**config.mk**
```make
export PLATFORM = sky130hd
export DESIGN_NAME = bram_rr_arbiter_flat
export DESIGN_NICKNAME = d
export VERILOG_FILES = /design/src/rtl/bram_rr_arbiter_if.sv /design/src/rtl/bram_rr_arbiter.sv /design/src/flat_wrapper.sv
export SDC_FILE = /design/constraint.sdc
export NUM_CORES = 1
export LEC_CHECK = 0
export BUFFER_PORTS_ARGS = -buffer_cell sky130_fd_sc_hd__buf_2
export CAP_MARGIN = 20
export CORE_UTILIZATION = 30
export DETAILED_ROUTE_END_ITERATION = 10
export PLACE_DENSITY = 0.74
export SKIP_LAST_GASP = 1
export SLEW_MARGIN = 20
export SYNTH_ARGS = -nofsm -noshare
export SYNTH_HDL_FRONTEND = slang
export SYNTH_SLANG_ARGS = --single-unit
```
**constraint.sdc**
```tcl
create_clock -name clk -period 1.6 [get_ports clk]
set_clock_uncertainty 0.05 [all_clocks]
set_input_delay 0.32 -clock clk [delete_from_list [all_inputs] [get_ports clk]]
set_output_delay 0.32 -clock clk [all_outputs]
set_load 0.03 [all_outputs]
```
**src/rtl/bram_rr_arbiter_if.sv**
```systemverilog
// Bundle of the requester, clear-control and BRAM-side signals around bram_rr_arbiter.
// The slave modport is the arbiter's view. The master modport is the environment's view:
// requesters, the clear controller and the BRAM itself.
interface bram_rr_arbiter_if #(
  parameter int DATA_WIDTH = 16,
  parameter int ADDR_WIDTH = 10
);
  logic                  req0, req1;
  logic                  we0, we1;
  logic [ADDR_WIDTH-1:0] addr0, addr1;
  logic [DATA_WIDTH-1:0] wdata0, wdata1;
  logic                  gnt0, gnt1;
  logic                  rvalid0, rvalid1;
  logic [DATA_WIDTH-1:0] rdata0, rdata1;
  logic                  clear_start;
  logic                  busy;
  logic                  clear_done;
  logic                  bram_we;
  logic [ADDR_WIDTH-1:0] bram_addr;
  logic [DATA_WIDTH-1:0] bram_din;
  logic [DATA_WIDTH-1:0] bram_dout;

  modport slave (
    input  req0, req1, we0, we1, addr0, addr1, wdata0, wdata1, clear_start, bram_dout,
    output gnt0, gnt1, rvalid0, rvalid1, rdata0, rdata1, busy, clear_done,
           bram_we, bram_addr, bram_din
  );

  modport master (
    output req0, req1, we0, we1, addr0, addr1, wdata0, wdata1, clear_start, bram_dout,
    input  gnt0, gnt1, rvalid0, rvalid1, rdata0, rdata1, busy, clear_done,
           bram_we, bram_addr, bram_din
  );
endinterface

```
**src/rtl/bram_rr_arbiter.sv**
```systemverilog
// Round-robin sharing of one BRAM port between two requesters, with read-data return
// routing and a zero-fill sequencer that owns the port for DEPTH cycles on command.
module bram_rr_arbiter #(
  parameter int DATA_WIDTH = 16,
  parameter int ADDR_WIDTH = 10,
  parameter int DEPTH      = 1024
) (
  input logic                clk,
  input logic                rst,
  bram_rr_arbiter_if.slave   bus
);

  typedef enum logic {IDLE = 1'b0, CLEAR = 1'b1} state_t;

  localparam logic [ADDR_WIDTH-1:0] LAST_ADDR = ADDR_WIDTH'(DEPTH - 1);

  state_t                state_q;
  logic                  prio_q;
  logic [ADDR_WIDTH-1:0] clr_addr_q;
  logic                  busy_q;
  logic                  clear_done_q;
  logic                  rvalid0_q;
  logic                  rvalid1_q;
  logic                  gnt0;
  logic                  gnt1;

  // Grants: only in IDLE; on contention the requester named by prio_q wins.
  always_comb begin
    gnt0 = 1'b0;
    gnt1 = 1'b0;
    if (state_q == IDLE) begin
      gnt0 = bus.req0 & (~bus.req1 | ~prio_q);
      gnt1 = bus.req1 & (~bus.req0 |  prio_q);
    end
  end

  // BRAM port mux: sequencer during CLEAR, else the granted requester, else idle zeros.
  always_comb begin
    bus.bram_we   = 1'b0;
    bus.bram_addr = '0;
    bus.bram_din  = '0;
    if (state_q == CLEAR) begin
      bus.bram_we   = 1'b1;
      bus.bram_addr = clr_addr_q;
    end else if (gnt0) begin
      bus.bram_we   = bus.we0;
      bus.bram_addr = bus.addr0;
      bus.bram_din  = bus.wdata0;
    end else if (gnt1) begin
      bus.bram_we   = bus.we1;
      bus.bram_addr = bus.addr1;
      bus.bram_din  = bus.wdata1;
    end
  end

  // Control FSM with registered status: priority rotation, read-return tags, clear sequencing.
  always_ff @(posedge clk) begin
    if (rst) begin
      state_q      <= IDLE;
      prio_q       <= 1'b0;
      clr_addr_q   <= '0;
      busy_q       <= 1'b0;
      clear_done_q <= 1'b0;
      rvalid0_q    <= 1'b0;
      rvalid1_q    <= 1'b0;
    end else begin
      clear_done_q <= 1'b0;
      rvalid0_q    <= gnt0 & ~bus.we0;
      rvalid1_q    <= gnt1 & ~bus.we1;
      if (gnt0) begin
        prio_q <= 1'b1;
      end else if (gnt1) begin
        prio_q <= 1'b0;
      end
      case (state_q)
        IDLE: begin
          if (bus.clear_start) begin
            state_q    <= CLEAR;
            busy_q     <= 1'b1;
            clr_addr_q <= '0;
          end
        end
        CLEAR: begin
          // Terminal compare against DEPTH-1 so a partial-depth clear never relies on wrap.
          if (clr_addr_q == LAST_ADDR) begin
            state_q      <= IDLE;
            busy_q       <= 1'b0;
            clear_done_q <= 1'b1;
            clr_addr_q   <= '0;
          end else begin
            clr_addr_q <= clr_addr_q + 1'b1;
          end
        end
        default: state_q <= IDLE;
      endcase
    end
  end

  assign bus.gnt0       = gnt0;
  assign bus.gnt1       = gnt1;
  assign bus.rvalid0    = rvalid0_q;
  assign bus.rvalid1    = rvalid1_q;
  // Read data is the raw BRAM output, gated so it reads zero when not valid.
  assign bus.rdata0     = rvalid0_q ? bus.bram_dout : '0;
  assign bus.rdata1     = rvalid1_q ? bus.bram_dout : '0;
  assign bus.busy       = busy_q;
  assign bus.clear_done = clear_done_q;

endmodule

```
**src/flat_wrapper.sv**
```systemverilog
// flat-port wrapper written by rule: the top's interface ports become plain ports
module bram_rr_arbiter_flat 
#(
  parameter int DATA_WIDTH = 16,
  parameter int ADDR_WIDTH = 10,
  parameter int DEPTH      = 1024
)
  (clk, rst, bus_req0, bus_req1, bus_we0, bus_we1, bus_addr0, bus_addr1, bus_wdata0, bus_wdata1, bus_clear_start, bus_bram_dout, bus_gnt0, bus_gnt1, bus_rvalid0, bus_rvalid1, bus_rdata0, bus_rdata1, bus_busy, bus_clear_done, bus_bram_we, bus_bram_addr, bus_bram_din);
  bram_rr_arbiter_if #(.DATA_WIDTH(DATA_WIDTH), .ADDR_WIDTH(ADDR_WIDTH)) bus_i ();
  input logic clk;
  input logic rst;
  input wire logic [$bits(bus_i.req0)-1:0] bus_req0;
  input wire logic [$bits(bus_i.req1)-1:0] bus_req1;
  input wire logic [$bits(bus_i.we0)-1:0] bus_we0;
  input wire logic [$bits(bus_i.we1)-1:0] bus_we1;
  input wire logic [$bits(bus_i.addr0)-1:0] bus_addr0;
  input wire logic [$bits(bus_i.addr1)-1:0] bus_addr1;
  input wire logic [$bits(bus_i.wdata0)-1:0] bus_wdata0;
  input wire logic [$bits(bus_i.wdata1)-1:0] bus_wdata1;
  input wire logic [$bits(bus_i.clear_start)-1:0] bus_clear_start;
  input wire logic [$bits(bus_i.bram_dout)-1:0] bus_bram_dout;
  output wire logic [$bits(bus_i.gnt0)-1:0] bus_gnt0;
  output wire logic [$bits(bus_i.gnt1)-1:0] bus_gnt1;
  output wire logic [$bits(bus_i.rvalid0)-1:0] bus_rvalid0;
  output wire logic [$bits(bus_i.rvalid1)-1:0] bus_rvalid1;
  output wire logic [$bits(bus_i.rdata0)-1:0] bus_rdata0;
  output wire logic [$bits(bus_i.rdata1)-1:0] bus_rdata1;
  output wire logic [$bits(bus_i.busy)-1:0] bus_busy;
  output wire logic [$bits(bus_i.clear_done)-1:0] bus_clear_done;
  output wire logic [$bits(bus_i.bram_we)-1:0] bus_bram_we;
  output wire logic [$bits(bus_i.bram_addr)-1:0] bus_bram_addr;
  output wire logic [$bits(bus_i.bram_din)-1:0] bus_bram_din;
  assign bus_i.req0 = bus_req0;
  assign bus_i.req1 = bus_req1;
  assign bus_i.we0 = bus_we0;
  assign bus_i.we1 = bus_we1;
  assign bus_i.addr0 = bus_addr0;
  assign bus_i.addr1 = bus_addr1;
  assign bus_i.wdata0 = bus_wdata0;
  assign bus_i.wdata1 = bus_wdata1;
  assign bus_i.clear_start = bus_clear_start;
  assign bus_i.bram_dout = bus_bram_dout;
  assign bus_gnt0 = bus_i.gnt0;
  assign bus_gnt1 = bus_i.gnt1;
  assign bus_rvalid0 = bus_i.rvalid0;
  assign bus_rvalid1 = bus_i.rvalid1;
  assign bus_rdata0 = bus_i.rdata0;
  assign bus_rdata1 = bus_i.rdata1;
  assign bus_busy = bus_i.busy;
  assign bus_clear_done = bus_i.clear_done;
  assign bus_bram_we = bus_i.bram_we;
  assign bus_bram_addr = bus_i.bram_addr;
  assign bus_bram_din = bus_i.bram_din;
  bram_rr_arbiter #(.DATA_WIDTH(DATA_WIDTH), .ADDR_WIDTH(ADDR_WIDTH), .DEPTH(DEPTH)) u_core (.clk(clk), .rst(rst), .bus(bus_i));
endmodule
```
Word-level counts from Yosys, hierarchy flattened
Index checks and enable logic that the tools add are counted.
Cells by class
  add/subtract/negate cells: 1
  multiply operators: 0
  div/mod/pow operators: 0
  magnitude comparators: 0
  equal/unequal tests: 3
  shift operators: 0
  mux-type cells: 25
  bitwise operators: 12
  reduce and logical (&&, ||, !) cells: 3
Operators by type and width (number)
  16-bit two-way mux: 5
  10-bit two-way mux: 5
  10-bit one-hot mux with 2 select lines: 1
  1-bit two-way mux: 12
  10-bit by 1-bit adder with 10-bit output, second input constant: 1
  10-bit equality test, second input constant: 1
  1-bit inverter: 6
  1-bit AND: 4
  2-bit != test, second input constant: 2
  1-bit one-hot mux with 2 select lines: 2
  1-bit bitwise OR: 2
  2-bit AND reduction: 1
  2-bit nonzero test: 1
  2-bit OR reduction: 1
Storage, ports and cells
  flip-flop bits (word level): 16
  latch bits: 0
  RAM bits: 0
  bits in read-only memories: 0
  input bits: 75
  output and inout bits: 65
  word-level logic and storage cells: 51
  memories: 0

Logic depth before layout (Yosys ltp)
  word-level depth: 7
  gate-level depth with buffers: 6
  gate-level depth less buffers: 5

Worst setup path after synthesis
Ideal clock, no wire load.
  path kind: input to output
  start point: input port bus_req0
  end point: output port bus_bram_din[10]
  data arrival time: 1504 ps
  data required time: 1230 ps
  path slack: -274 ps
  stages: 5
  buffers on the path: 1
  cells stage by stage: inv_1 o21ai_0 nor2_1 buf_2 a22o_1
Between the ends
  cells in the longest elaborated chain, start to end: 7
  elaborated cells on any way between the ends: 9
  classes of those cells: mux (5); bitwise (4)
RTL lines
  start, declared: RTL line flat_wrapper.sv:12  | input wire logic [$bits(bus_i.req0)-1:0] bus_req0;
  1-bit inverter: RTL line bram_rr_arbiter.sv:33  | gnt1 = bus.req1 & (~bus.req0 | prio_q);
  1-bit bitwise OR: RTL line bram_rr_arbiter.sv:33
  1-bit AND: RTL line bram_rr_arbiter.sv:33
  1-bit two-way mux: RTL line bram_rr_arbiter.sv:31  | if (state_q == IDLE) begin
  via bus_gnt1: RTL line flat_wrapper.sv:23  | output wire logic [$bits(bus_i.gnt1)-1:0] bus_gnt1;
  16-bit two-way mux: RTL line bram_rr_arbiter.sv:49  | end else if (gnt1) begin
  16-bit two-way mux: RTL line bram_rr_arbiter.sv:45  | end else if (gnt0) begin
  16-bit two-way mux: RTL line bram_rr_arbiter.sv:42  | if (state_q == CLEAR) begin
  end, declared: RTL line flat_wrapper.sv:32  | output wire logic [$bits(bus_i.bram_din)-1:0] bus_bram_din;
The timed path passes the listed nets, and every way through them passes these cells.

Worst setup path in the final report
  start point: register u_core.prio_q
  end point: output port bus_bram_din[15]
Between the ends
  cells in the longest elaborated chain, start to end: 6
  elaborated cells on any way between the ends: 10
  classes of those cells: mux (5); bitwise (5)
RTL lines
  start, declared: RTL line bram_rr_arbiter.sv:18  | logic prio_q;
  start signal, assigned: RTL line bram_rr_arbiter.sv:60  | prio_q <= 1'b0;
  start signal, assigned: RTL line bram_rr_arbiter.sv:71  | prio_q <= 1'b1;
  start signal, assigned: RTL line bram_rr_arbiter.sv:73  | prio_q <= 1'b0;
  1-bit bitwise OR or 1-bit inverter (tied branches): RTL line bram_rr_arbiter.sv:33, bram_rr_arbiter.sv:32
  1-bit AND or 1-bit bitwise OR (tied branches): RTL line bram_rr_arbiter.sv:33, bram_rr_arbiter.sv:32
  1-bit two-way mux or 1-bit AND (tied branches): RTL line bram_rr_arbiter.sv:31, bram_rr_arbiter.sv:32
  16-bit two-way mux or 1-bit two-way mux (tied branches): RTL line bram_rr_arbiter.sv:49, bram_rr_arbiter.sv:31
  16-bit two-way mux (*): RTL line bram_rr_arbiter.sv:45
  16-bit two-way mux (*): RTL line bram_rr_arbiter.sv:42
Mark *: on every way between the ends. The rest lies on a longest branch, timed or not.

==> flow_metrics.py <==
metrics = {
    "cells_and_area": {
        "finish.utilization_pct": 63.5,
        "drive_gt1_share_pct": 64.3,
        "n_antenna_cell": 0,
        "syn2layout_area_growth_pct": 99.1,
        "layout.nets": 396,
        "final_cells": 369,
    },
    "status": {
        "status": "finished with violations",
        "violations": "negative setup slack",
    },
    "global_route": {
        "grt_max_degree": 18,
        "groute.usage.overall_pct": 22.5,
        "grt_overflow": 0,
        "use_met2_pct": 43.2,
        "grt.busiest_layer": "met2",
        "grt_pass1_vias": 1634,
        "use_met1_pct": 25.8,
        "use_met3_pct": 4.39,
        "antenna_found_initial": 0,
        "grt_pass1_wl_mm": 7.64,
    },
    "clock_tree": {
        "clock_path_buffers": 2,
        "cts-root-buf": "clkbuf_8",
        "cts_tree": "yes",
        "cts_max_level": 1,
        "numCtsBuffers": 3,
        "clk_latency_ps": 250,
        "clkSinkCount": 16,
        "clkSlewWorstSetupHoldPaths_ps": 70,
        "hold_buffers": 0,
    },
    "route": {
        "drt_first_pass_iters": 4,
        "drc": 0,
        "via_per_inst": 5.23,
        "vias": 1931,
        "wl_mm": 5.82,
        "drtIter0Drc": 46,
        "avgRoutedWirePerCell_um": 15.8,
        "postRouteAntennaNets": 0,
    },
    "min_path": {
        "hold_path_class": "input port to flop",
        "min_to": "u_core.bus.rvalid1",
        "hold_depth": 2,
        "min_from": "bus_we1",
    },
    "critical_path": {
        "crit_chain": "a21oi_4, nand2_2, clkinv_4, buf_6, a22o_2, buf_6",
        "critPathMaxStageDelay_ps": 380,
        "cp.required_ps": 1230,
        "cp.arrival_ps": 1470,
        "crit_path_max_fanout": 8,
        "critPathCaptureType": "output pin",
        "regToRegEndpoint": "u_core.clr_addr_q[9]",
        "worstRegToRegCells": 5,
        "start_kind": "flop",
        "cp_top_family": "buffers and inverters",
        "path_buf_inv": 3,
        "r2r_setup_slack_ps": 90,
        "worst_path_most_repeated_cell": "buf_6",
        "cp_slowest_cell": "dfxtp_4",
        "criticalPathCategory": "flop to output pin",
        "rr_startpoint": "u_core.state_q",
    },
    "place": {
        "dp_cells": 360,
        "dp_hpwl_mm": 4.10,
        "pre_cts_slack_ps": -246,
        "place_congestion": 0.934,
        "numPortBuffers": 139,
    },
    "logic_synthesis": {
        "avgSynthCellArea_um2": 7.84,
        "synth_area_mm2": 0.00129,
        "yosysWarnings": 0,
        "syn_nets": 241,
        "ys_ff_latch": 16,
        "ys_seq_area_share_pct": 24.8,
        "netlist_instances": 165,
        "netlist-cell-type-count": 32,
    },
    "job": {
        "maxCapViolCount": 0,
    },
    "die": {
        "die_w_um": 67.7,
        "rows": 23,
        "core_mm2": 0.00406,
        "die_area_mm2": 0.00458,
        "initial_core_util_pct": 31.9,
        "die_y_um": 67.7,
        "ios": 140,
    },
    "timing": {
        "finalSetupViolCount": 29,
        "timing.fmax_mhz": 543,
        "rsz0062_at_grt": "yes",
        "fin_ws_ps": -241,
        "finalCritPeriodShare_pct": 115,
        "slew_violations": 0,
        "finalHoldViolations": 0,
        "fin_crit_ps": 1840,
        "slew_headroom_pct": 78.3,
        "worst_slew_pin_slew_ps": 325,
    },
    "power_and_ir_drop": {
        "power_leakage_nw": 1.36,
        "powerDensity_mw_per_mm2": 593,
        "irDropWorstVdd_mv": 0.684,
    },
}
[cells in the final DEF, fill, tap and decap left out, drive strengths merged]
master	netlist	final
nand2	10	10
inv	5	4
a311oi	4	4
a31oi	4	4
ha	1	1
nor3	3	3
dfxtp	16	16
a41oi	1	1
a22oi	2	2
buf	7	163
a221o	10	10
nor2	8	8
and4	2	2
o21ba	1	1
nand4	2	2
clkinv	0	1
and2	37	37
clkbuf	6	4
o211ai	2	2
or2	1	1
and3	7	7
a21oi	7	7
nor4	1	1
mux2i	1	1
nand3b	1	1
nand3	5	5
or4	1	1
o21ai	4	4
a22o	16	16
[worst register-to-register path: cells and delay by family, from the launching register on]
kind	cells	cell delay, ps
compound gates	1	160
buf+inv	3	390
flops	1	350
simple gates	1	490
[flip-flops by register name, summed over array words and instances, names as in the netlist]
name,flops
u_core.prio_q,1
u_core.bus.rvalid1,1
u_core.state_q,1
u_core.bus.rvalid0,1
u_core.bus.busy,1
u_core.bus.clear_done,1
u_core.clr_addr_q,10
[per-layer routing]
| metal | up-vias | share of wire (%) |
|---|---|---|
| li1 | 927 | - |
| met1 | 899 | 38 |
| met2 | 99 | 53 |
| met3 | 6 | 7.7 |
| met4 | 0 | 0.58 |
| met5 | - | 0 |
[logic make-up after synthesis]
group | after synthesis | synth area share, %
DFF | 16 | 24.8
AOI/OAI and AO/OA | 51 | 32.4
buffers and inverters | 18 | 6.87
muxes | 1 | 0.774
adders and majority gates | 1 | 0.967
and+or+nand+nor | 78 | 34.2
[how the worst max path moves through the flow]
stage | from | end | cells past startpoint
after floorplan | bus_req0 | bus_bram_addr[5] | 6
after global placement | bus_req1 | bus_bram_din[9] | 7
after detailed placement | bus_req1 | bus_bram_din[11] | 7
after CTS | u_core.prio_q | bus_bram_addr[9] | 5
after global routing | u_core.prio_q | bus_bram_din[11] | 6
final | u_core.prio_q | bus_bram_din[15] | 6
[where the power goes]
group	internal (mW)	leakage, nW	total (mW)	switching, mW
sequential	0.409	0.132	0.423	0.0138
combinational	0.350	1.20	0.739	0.390
clock	0.219	0.0288	0.365	0.147
[Yosys cell counts, drive strengths merged]
cell type | instances | share of area (%)
nand2 | 10 | 2.9
a221o | 10 | 7.7
nand3 | 5 | 1.9
or4 | 1 | 0.58
nor3 | 3 | 1.2
buf | 7 | 3.7
a31oi | 4 | 3.1
a22o | 16 | 11
inv | 5 | 1.5
nor2 | 8 | 2.3
a22oi | 2 | 1.2
and3 | 7 | 3.5
clkbuf | 6 | 1.7
and4 | 2 | 1.4
dfxtp | 16 | 25
or2 | 1 | 0.48
a21oi | 7 | 2.7
a311oi | 4 | 2.7
nand3b | 1 | 0.58
o211ai | 2 | 1.2
mux2i | 1 | 0.77
and2 | 37 | 18
nand4 | 2 | 0.97
a41oi | 1 | 0.68
o21ba | 1 | 0.77
nor4 | 1 | 0.48
ha | 1 | 0.97
o21ai | 4 | 1.5
[area by class of cell]
class                      instances  area (um2)
fill                             344        1480
timing repair buffer             163        1080
multi-input combinational        131        1020
sequential                        16         328
tap                               50        62.6
clock buffer                       4        55.1
inverter                           5        23.8
[stage by stage]
step	total power, mW	setup TNS (ps)	hold WS [ps]	area [um2]
2_1_floorplan	0.768	-59.7	347	1330
3_3_place_gp	0.998	-3860	430	2170
3_5_place_dp	1.00	-5060	442	2170
4_1_cts	1.45	-4770	186	2410
5_1_grt	1.59	-6910	203	2580
6_report	1.53	-6020	188	2580
[repair_timing]
action	in CTS	in global routing
setup buffers	1	3
resized for setup	58	34
pin swaps	8	13
setup endpoints to repair	29	67
gates cloned	1	0
No activity file was read; power rests on OpenSTA's default activity.
